File: src/rtl/uart_tx_core.sv
// uart_tx_core: valid/ready byte-in UART transmitter with integrated baud divider and optional parity
module uart_tx_core #(
  parameter int BAUD_DIV = 217,
  parameter int PARITY = 0,
  parameter int STOP_BITS = 1
) (
  input  logic       clk_i,
  input  logic       rst_i,
  input  logic [7:0] data_i,
  input  logic       valid_i,
  output logic       ready_o,
  output logic       tx_o,
  output logic       busy_o
);
  localparam int CW = $clog2(BAUD_DIV);
  localparam logic [CW-1:0] RELOAD = CW'(BAUD_DIV - 1);
  localparam logic STOP_LAST = 1'(STOP_BITS - 1);
  typedef enum logic [2:0] {IDLE, START, DATA, PAR, STOP} state_t;
  state_t state_q, state_d;
  logic [CW-1:0] cnt_q, cnt_d;
  logic [2:0] bit_q, bit_d;
  logic stp_q, stp_d;
  logic [7:0] sh_q, sh_d;
  logic par_q, par_d;
  logic tx_q, tx_d;
  logic rdy_q, rdy_d;
  logic busy_q;
  always_comb begin
    state_d = state_q;
    cnt_d = cnt_q;
    bit_d = bit_q;
    stp_d = stp_q;
    sh_d = sh_q;
    par_d = par_q;
    tx_d = tx_q;
    rdy_d = rdy_q;
    if (state_q == IDLE) begin
      if (valid_i && rdy_q) begin
        state_d = START;
        cnt_d = RELOAD;
        sh_d = data_i;
        par_d = ^data_i ^ (PARITY == 2);
        tx_d = 1'b0;
        rdy_d = 1'b0;
      end
    end else begin
      cnt_d = (cnt_q == '0) ? RELOAD : cnt_q - 1'b1;
      if (cnt_q == '0) begin
        case (state_q)
          START: begin
            state_d = DATA;
            bit_d = 3'd0;
            tx_d = sh_q[0];
          end
          DATA: begin
            if (bit_q == 3'd7) begin
              state_d = (PARITY != 0) ? PAR : STOP;
              stp_d = 1'b0;
              tx_d = (PARITY != 0) ? par_q : 1'b1;
            end else begin
              bit_d = bit_q + 3'd1;
              sh_d = {1'b0, sh_q[7:1]};
              tx_d = sh_q[1];
            end
          end
          PAR: begin
            state_d = STOP;
            stp_d = 1'b0;
            tx_d = 1'b1;
          end
          STOP: begin
            state_d = (stp_q == STOP_LAST) ? IDLE : STOP;
            rdy_d = (stp_q == STOP_LAST);
            stp_d = 1'b1;
            tx_d = 1'b1;
          end
          default: state_d = IDLE;
        endcase
      end
    end
  end
  always_ff @(posedge clk_i) begin
    if (rst_i) begin
      state_q <= IDLE;
      cnt_q <= '0;
      bit_q <= 3'd0;
      stp_q <= 1'b0;
      sh_q <= 8'd0;
      par_q <= 1'b0;
      tx_q <= 1'b1;
      rdy_q <= 1'b1;
      busy_q <= 1'b0;
    end else begin
      state_q <= state_d;
      cnt_q <= cnt_d;
      bit_q <= bit_d;
      stp_q <= stp_d;
      sh_q <= sh_d;
      par_q <= par_d;
      tx_q <= tx_d;
      rdy_q <= rdy_d;
      busy_q <= ~rdy_d;
    end
  end
  assign ready_o = rdy_q;
  assign busy_o = busy_q;
  assign tx_o = tx_q;
endmodule

File: config.mk
export PLATFORM = sky130hd
export DESIGN_NAME = uart_tx_core
export DESIGN_NICKNAME = d
export VERILOG_FILES = /design/src/rtl/uart_tx_core.sv
export SDC_FILE = /design/constraint.sdc
export NUM_CORES = 1
export LEC_CHECK = 0
export ABC_AREA = 1
export CORE_AREA = 3 3 64 66
export CTS_BUF_LIST = sky130_fd_sc_hd__clkbuf_8
export DETAILED_ROUTE_END_ITERATION = 10
export DIE_AREA = 0 0 67 69
export GPL_TIMING_DRIVEN = 0
export PLACE_DENSITY = 0.62
export SYNTH_ARGS = -nofsm -noshare
export SYNTH_HDL_FRONTEND = slang
export SYNTH_SLANG_ARGS = --single-unit
File: constraint.sdc
create_clock -name clk_i -period 3.35 [get_ports clk_i]
set_input_delay 0.67 -clock clk_i [delete_from_list [all_inputs] [get_ports clk_i]]
set_output_delay 0.67 -clock clk_i [all_outputs]
set_load 0.005 [all_outputs]
==> reports/qor.csv <==
metric;value;unit
status;complete, no violations;
CP startpoint kind;flop;
Crit Path Category;reg2out;
Synth area leaders;dfxtp_1 35%, nand2_1 19%, nor2_1 11%;
r2r setup slk;1.70;ns
Post-Route Skew;0.005385;ns
Tot GR Track Use;14.51;%
ANT cells;0;
Core Area;3633;um2
Achievable Freq;0.5569;GHz
Tcrit/Tclk final;53.60;%
FILL cells;402;
setup TNS;0;ns
# rows;22;
met3 WL post-DR;77;um
commonest cells after routing, fill and taps aside;75 x nand2_1, 44 x nor2_1, 26 x inv_1, 26 x dfxtp_1, 14 x o21ai_0;
largest net degree at the start of global routing;15;
post-synthesis cell area;1480;um2
Crit path buffers/inverters;1;
syn avg cell area;6.380;um2
peak supply drop;0.3827;mV
CTS resizes;0;
full die area;4623;um2
Psw;0.7438;mW
clock period minus worst slack;1.796;ns
Die Wd;67;um
vias in the first global route;1222;
Clock Latency Late Sink;0.27;ns
wire per inst;10.11;um
hpwl dp;2234;um
DRT Pass-1 Iters;4;
worst-path fanout max;3;
CTS Root Cell;clkbuf_8;
Iteration-0 DRC Markers;41;
initial antenna violation count;0;
# DRC;0;
count of state elements after synthesis;26;
CP Cell Sequence;clkdlybuf4s50_1;
biggest area consumer among synthesized cells;dfxtp_1;
most common cell after layout, fill and taps aside;nand2_1;
Warnings, synthesis;0;
grt ovf;0;
worst slew pin tran;0.5383;ns
CP max stage delay;0.50;ns
Final Hold Viols;0;
CP max-delay cell;clkdlybuf4s50_1;
CTS tree;yes;
synthesized instance count;232;
WP data arrival;1.13;ns
Finish-stage setup viols;0;
routability cong.;0.7953;
Max Cap Viol;0;
max_slew headroom;64.12;%
RSZ-0062 raised after global routing;no;
Required @ worst endpoint;2.68;ns
hold_buf cts;0;
area delta synth->final;15.89;%
Die Ht;69;um
Synth cell types;25;
first-pass GRT wire length;5333;um
IO Pins;14;
met2 wire len;1372;um
Pint;0.8603;mW
Comb power frac;57.1;%
final max-slew violation count;0;
Seq pwr share;30.0;%
DR vias;1376;
post-synthesis sequential area ratio;35.16;%
clock sink count;26;
H-tree depth;1;
wl on met1;1501;um
Post-Route WL;2994;um
Starting Density;40.74;%
highest metal used;met4;
LEAKAGE;0.8258;nW
Via density;4.649;
clock buffer depth;2;
Total Power;1.604;mW
IO Port Bufs;12;
type of element capturing the critical path;output port;
post-CTS setup buffers;0;
share of Yosys cell area claimed by the top area cell type;35.16;%
ratio of cells with drive above 1 in the final layout;8.468;%
fin nets;264;
remaining antenna violation count;0;
Clk pin slew, worst setup/hold paths;0.09;ns
Synth Net Count;247;
power per cell area;935.1;nW/um2
hold crit path type;reg2reg;
cell family with most CP delay;buffers and inverters;
Num CTS Buffers;3;
Net Sw Frac;46.37;%
Clk pwr share;12.8;%
path summary, 6_finish.rpt:
path | start | endpoint | cells after the start
max | ready_o | ready_o | 1
min | tx_o | tx_o | 2
max reg2reg | bit_q[0] | sh_q[5] | 10
min reg2reg | tx_o | tx_o | 2
kinds of logic (layout without fill, tap and decap cells):
logic type	after synthesis	in the layout	share of synthesized area [%]
flops	26	26	35.16
simple gates	142	142	41.59
buf+inv	35	51	10.06
compound gates	25	25	9.806
fa+ha+maj	4	4	3.381
final cells by class:
| class | instances | area (um2) | share of cell area (%) |
|---|---|---|---|
| flip-flops and latches | 26 | 520.5 | 30.34 |
| multi-input cells | 171 | 810.8 | 47.26 |
| plain buffers | 5 | 36.28 | 2.115 |
| inverters | 30 | 112.6 | 6.565 |
| well taps | 48 | 60.06 | 3.501 |
| repair buffers | 12 | 120.1 | 7.002 |
| clock buffers | 4 | 55.05 | 3.209 |
state kept, by name, summed over array words and instances (netlist names):
register,count
cnt_q,8
sh_q,8
bit_q,3
state_q,3
busy_o,1
ready_o,1
stp_q,1
tx_o,1
synthesized netlist by cell type:
cell      count
o22ai_1       1
inv_2         3
a21oi_1       6
clkinv_1      1
nand2_2       2
nand2_1      75
nand3_4       1
inv_1        26
nor2_4        4
o21ai_4       1
buf_6         2
nor2_2        1
o21ai_0      14
ha_1          4
nand3b_1      1
buf_2         2
o211ai_1      1
dfxtp_1      26
nor2_1       44
nand3_1       9
nand2_4       1
nor3_1        1
a21boi_1      2
nand4_1       3
clkbuf_1      1
power groups by stage:
stage          clock network, mW  logic, mW  registers [mW]
4_1_cts                    0.215      0.925           0.483
5_1_grt                    0.225       1.06           0.494
3_5_place_dp                   0      0.919           0.490
3_3_place_gp                   0      0.917           0.488
6_report                   0.206      0.917           0.481
2_1_floorplan                  0      0.734           0.479
layer usage:
metal / up-vias / GRT usage, %
met1: 606 / 19.64
met5: - / 0
li1: 747 / -
met2: 18 / 23.03
met4: 0 / 4.730
met3: 5 / 2.443
metrics by stage:
step / worst slack, ns / instance area (um2) / cells / hold slack [ns] / util (%)
4_1_cts: 1.543 / 1715 / 296 / 0.4947 / 47.21
5_1_grt: 1.409 / 1715 / 296 / 0.5408 / 47.21
6_report: 1.555 / 1715 / 296 / 0.4843 / 47.21
2_1_floorplan: 1.886 / 1480 / 232 / 0.4592 / -
3_3_place_gp: 1.271 / 1660 / 292 / 0.4661 / 45.70
3_5_place_dp: 1.255 / 1660 / 292 / 0.4809 / 45.70
Power figures use the tool's default switching activity.
